[config.mk]
export PLATFORM = sky130hd
export DESIGN_NAME = exe_muldiv
export DESIGN_NICKNAME = d
export VERILOG_FILES = /design/src/rtl/exe_muldiv.sv
export SDC_FILE = /design/constraint.sdc
export NUM_CORES = 1
export LEC_CHECK = 0
export BUFFER_PORTS_ARGS = -buffer_cell sky130_fd_sc_hd__buf_2
export CAP_MARGIN = 20
export CORE_ASPECT_RATIO = 0.9
export CORE_MARGIN = 2
export CORE_UTILIZATION = 56
export CTS_CLUSTER_SIZE = 30
export DETAILED_ROUTE_END_ITERATION = 8
export GPL_TIMING_DRIVEN = 1
export PLACE_DENSITY = 0.79
export SYNTH_ARGS = -nofsm -noshare
export SYNTH_HDL_FRONTEND = slang
export SYNTH_SLANG_ARGS = --single-unit
export TNS_END_PERCENT = 50
[constraint.sdc]
create_clock -name clk -period 6.3 [get_ports clk]
set_input_delay 1.26 -clock clk [delete_from_list [all_inputs] [get_ports clk]]
set_output_delay 1.26 -clock clk [all_outputs]
set_load 0.01 [all_outputs]
[src/rtl/exe_muldiv.sv]
// Iterative multiply/divide unit for the EXE stage: shift-add multiply and
// restoring divide on operand magnitudes, one bit per cycle, sign-corrected on retirement.
module exe_muldiv #(
    parameter int WIDTH = 32
) (
    input  logic             clk,
    input  logic             rst,
    input  logic             start,
    input  logic [1:0]       op,
    input  logic [WIDTH-1:0] opA,
    input  logic [WIDTH-1:0] opB,
    input  logic             flush,
    output logic             busy,
    output logic             stall,
    output logic             done,
    output logic [WIDTH-1:0] hi,
    output logic [WIDTH-1:0] lo
);
    localparam int CW = $clog2(WIDTH) + 1;
    localparam logic [CW-1:0] LAST = CW'(WIDTH - 1);

    typedef enum logic [1:0] {IDLE, RUN, DONE} state_t;

    state_t           state;
    state_t           state_next;
    logic [CW-1:0]    count;
    logic             is_div;
    logic             sign_a;
    logic             sign_b;
    logic [WIDTH:0]   acc;
    logic [WIDTH-1:0] shreg;
    logic [WIDTH-1:0] opnd;

    logic             req_div;
    logic             req_signed;
    logic             req_div_zero;
    logic             accept;
    logic [WIDTH-1:0] mag_a;
    logic [WIDTH-1:0] mag_b;

    assign req_div      = op[1];
    assign req_signed   = ~op[0];
    assign req_div_zero = req_div & (opB == '0);
    assign accept       = (state == IDLE) & start & ~flush;
    assign mag_a        = (req_signed & opA[WIDTH-1]) ? -opA : opA;
    assign mag_b        = (req_signed & opB[WIDTH-1]) ? -opB : opB;

    assign busy  = (state != IDLE);
    assign done  = (state == DONE);
    assign stall = (state == RUN) | ((state == IDLE) & start & ~flush);

    always_ff @(posedge clk or posedge rst) begin
        if (rst) begin
            state <= IDLE;
        end else begin
            state <= state_next;
        end
    end

    always_comb begin
        state_next = state;
        case (state)
            IDLE: begin
                if (accept) begin
                    state_next = req_div_zero ? DONE : RUN;
                end
            end
            RUN: begin
                if (flush) begin
                    state_next = IDLE;
                end else if (count == LAST) begin
                    state_next = DONE;
                end
            end
            DONE:    state_next = IDLE;
            default: state_next = IDLE;
        endcase
    end

    // acc is the multiply accumulator or the division partial remainder;
    // shreg holds the multiplier or the dividend that turns into the quotient.
    logic [WIDTH:0]   mul_sum;
    logic [WIDTH:0]   div_shift;
    logic [WIDTH:0]   div_diff;
    logic             div_ge;
    logic [WIDTH:0]   acc_iter;
    logic [WIDTH-1:0] shreg_iter;

    always_comb begin
        mul_sum   = acc + (shreg[0] ? {1'b0, opnd} : '0);
        div_shift = {acc[WIDTH-1:0], shreg[WIDTH-1]};
        div_diff  = div_shift - {1'b0, opnd};
        div_ge    = (div_shift >= {1'b0, opnd});
        if (is_div) begin
            acc_iter   = div_ge ? div_diff : div_shift;
            shreg_iter = {shreg[WIDTH-2:0], div_ge};
        end else begin
            acc_iter   = {1'b0, mul_sum[WIDTH:1]};
            shreg_iter = {mul_sum[0], shreg[WIDTH-1:1]};
        end
    end

    logic [2*WIDTH-1:0] product;
    logic [WIDTH-1:0]   res_hi;
    logic [WIDTH-1:0]   res_lo;

    always_comb begin
        product = {acc_iter[WIDTH-1:0], shreg_iter};
        if (sign_a ^ sign_b) begin
            product = -product;
        end
        if (is_div) begin
            res_lo = (sign_a ^ sign_b) ? -shreg_iter : shreg_iter;
            res_hi = sign_a ? -acc_iter[WIDTH-1:0] : acc_iter[WIDTH-1:0];
        end else begin
            res_hi = product[2*WIDTH-1:WIDTH];
            res_lo = product[WIDTH-1:0];
        end
    end

    // Results are written on the edge that enters DONE; a flush on the final
    // iteration wins, so an abandoned op never touches hi/lo.
    always_ff @(posedge clk or posedge rst) begin
        if (rst) begin
            count  <= '0;
            is_div <= 1'b0;
            sign_a <= 1'b0;
            sign_b <= 1'b0;
            acc    <= '0;
            shreg  <= '0;
            opnd   <= '0;
            hi     <= '0;
            lo     <= '0;
        end else begin
            if (accept) begin
                is_div <= req_div;
                sign_a <= req_signed & opA[WIDTH-1];
                sign_b <= req_signed & opB[WIDTH-1];
                acc    <= '0;
                shreg  <= req_div ? mag_a : mag_b;
                opnd   <= req_div ? mag_b : mag_a;
                count  <= '0;
                if (req_div_zero) begin
                    hi <= opA;
                    lo <= '1;
                end
            end else if ((state == RUN) && !flush) begin
                acc   <= acc_iter;
                shreg <= shreg_iter;
                count <= count + 1'b1;
                if (count == LAST) begin
                    hi <= res_hi;
                    lo <= res_lo;
                end
            end
        end
    end
endmodule

==> impl_metrics.toml <==
[run_status]
status = "finished clean"

[layout]
nets = 2264
drive_above_1_share = 0.120
layout-area-overhead-vs-synth_pct = 9.53
fin_area_mm2 = 0.0174

[cts]
clock_path_buffers = 2
ctsHoldBuffers = 0
numCtsBuffers = 17
ctsResizeCount = 0
clk-insertion-delay-late_ns = 0.46
cts_sinks = 172
clk_pin_slew_worst_paths_ns = 0.09
postCtsSetupRepairBufs = 0
cts_root_buf = "clkbuf_16"
h-tree-depth = 4
cts_tree = "built"

[timing]
period_minus_slack_ns = 5.98
finalSetupTns_ns = 0
drv_slew = 0
fin_skew_ns = 0.0191
hold_viol_final = 0
whs_ns = 0.484
slew_headroom = 0.208
period_share = 0.950
fmax_mhz = 167
setup_viol = 0
worstMarginPinSlew_ns = 1.19
rsz0062_at_grt = "no"
setup_slack_ns = 0.318

[drt]
wl_per_cell_um = 24.3
ant_nets = 0
drt-initial-drc-count = 2600
routed_wl_um = 60700
first_pass_iters = 6
vias = 17003
viasPerCell = 6.80
drc = 0

[worst_hold_path]
hp-class = "reg -> reg"
holdPathStages = 2
min_to = "hi[14]"
min_from = "hi[14]"

[power_and_ir_drop]
p_per_area_mw_per_mm2 = 465
leakage_nw = 7.79
ir_drop_uv = 270

[logic_synthesis]
async_flop_share = 1.00
seq_area_frac_synth = 0.271
synth_cell_types = 94
postSynthAreaPerCell_um2 = 7.72
yosysWarnings = 0
synth_edf_count = 0
synth_nets = 2202
synth_flop_cell = "dfrtp_1"
ys_seq_elements = 172
synth_cells = 2061
syn_area_mm2 = 0.0159

[critical_path]
ff2ff_path_depth = 18
crit_arrival_ns = 6.31
end_kind = "flip-flop"
r2r-end = "hi[14]"
r2r_start = "acc[17]"
critPathKind = "reg -> reg"
crit_cells = 18
r2r_slack_ns = 0.32
crit_fanout = 11
cp-start-kind = "flip-flop"
cpMaxStageDelayCell = "nor3_1"
crit_buf_inv = 0
cp.required_ns = 6.63
worstPathCellList = "ha_1 > nand4_4 > nor4_1 > a31oi_1 > and4_4 > a21boi_1 > a21oi_1 > ha_1 > o21ai_0 > nor2b_1 > nand2_1 > or3_1 > nor2_1 > nor3_1 > nor4b_2 > or3_1 > a21oi_1 > o21ai_1"
critPathTopFamily = "simple AND/OR/NAND/NOR gates"
cpPeakStageDelay_ns = 0.83

[global_route]
grt_start_max_net_pins = 105
grt_pass1_wl_um = 90800
antenna_found_initial = 5
gr-total-overflow = 0
grtUsageTotal = 0.401
first_global_vias = 15324

[floorplanning]
num_rows = 58
die_h_um = 164
fp.dieArea_mm2 = 0.0298
die_w_um = 182
start_util = 0.569
ios = 137
coreArea_mm2 = 0.0279

[place]
gp_congestion = 1.02
dp_hpwl_um = 46300
numPortBuffers = 136
dp_slack_ns = 0.733
place_area_mm2 = 0.0168

[run]
maxCapViolations = 0
state kept, by name, indices dropped and copies added, names as in the netlist:
name	count
sign_a	1
hi	32
acc	33
shreg	32
state	2
is_div	1
sign_b	1
count	6
lo	32
opnd	32
area by class of cell:
type                    instances  area, µm²
multi-input cells            1696      10800
fillers                      2461      10500
flip-flops and latches        172       4310
repair buffers                169        941
well taps                     360        450
clock buffers                  19        443
inverters                      67        256
clock inverters                13        178
diodes                          3       7.51
report_power, final:
group,switching [mW],internal (mW)
clock network,0.539,0.615
registers,0.298,1.32
logic,3.46,1.86
kinds of logic (layout without fill, tap and decap cells):
group	count (synthesis)	in the layout	synth area share
mux	58	58	0.0371
flops	172	172	0.271
other cells	0	3	0
buf+inv	193	268	0.0498
compound gates	718	718	0.288
fa+ha+maj	71	71	0.0568
simple gates	689	689	0.210
xor+xnor	160	160	0.0881
stage by stage:
stage,power [mW],utilization,std cells
global route,8.50,0.624,2498
floorplan,5.21,-,2061
finish,8.10,0.624,2499
CTS,7.87,0.623,2494
detailed placement,6.69,0.601,2462
global placement,6.62,0.601,2462
cells in the mapped netlist (23+ instances only):
| cell type | n | area, µm² |
|---|---|---|
| a31oi_1 | 29 | 181 |
| ha_1 | 69 | 863 |
| nand2_1 | 241 | 905 |
| and2_1 | 44 | 275 |
| nor3_1 | 52 | 260 |
| o31ai_1 | 23 | 173 |
| a21o_1 | 33 | 248 |
| o21ai_0 | 203 | 1020 |
| nand3_1 | 28 | 140 |
| dfrtp_1 | 172 | 4300 |
| o211ai_1 | 65 | 488 |
| xnor2_1 | 73 | 639 |
| buf_2 | 25 | 125 |
| nor2_1 | 168 | 631 |
| clkbuf_1 | 82 | 308 |
| inv_1 | 66 | 248 |
| a21oi_1 | 192 | 961 |
| mux2i_1 | 53 | 531 |
| xor2_1 | 87 | 762 |
cells in the final DEF (no fill, tap or decap), types with 51 or more instances in the layout:
master,count
nor3_1,51
nor2_1,165
xnor2_1,73
a21oi_1,192
o211ai_1,65
mux2i_1,53
buf_2,136
ha_1,69
xor2_1,87
o21ai_0,203
dfrtp_1,171
inv_1,65
nand2_1,241
tightest hold or removal path: stages, from the launching register on:
cell and delay [ns]:
dfrtp_1 0.34, nand2_1 0.05, o21ai_1 0.06
worst max path at each step:
stage	slack, ns	from	endpoint
floorplan	0.38	rst	acc[0]
global placement	0.77	acc[17]	hi[14]
detailed placement	0.73	acc[17]	hi[14]
CTS	0.70	acc[17]	hi[14]
global route	0.24	acc[11]	hi[16]
finish	0.32	acc[17]	hi[14]
layer usage:
| metal | global-route usage | up-vias | routed length (µm) |
|---|---|---|---|
| met2 | 0.562 | 1230 | 24100 |
| met1 | 0.569 | 7991 | 24900 |
| met4 | 0.149 | 2 | 2480 |
| met5 | 0 | - | 12 |
| li1 | - | 7616 | - |
| met3 | 0.135 | 164 | 9110 |
Note: power is estimated with default switching activity, not from simulation.
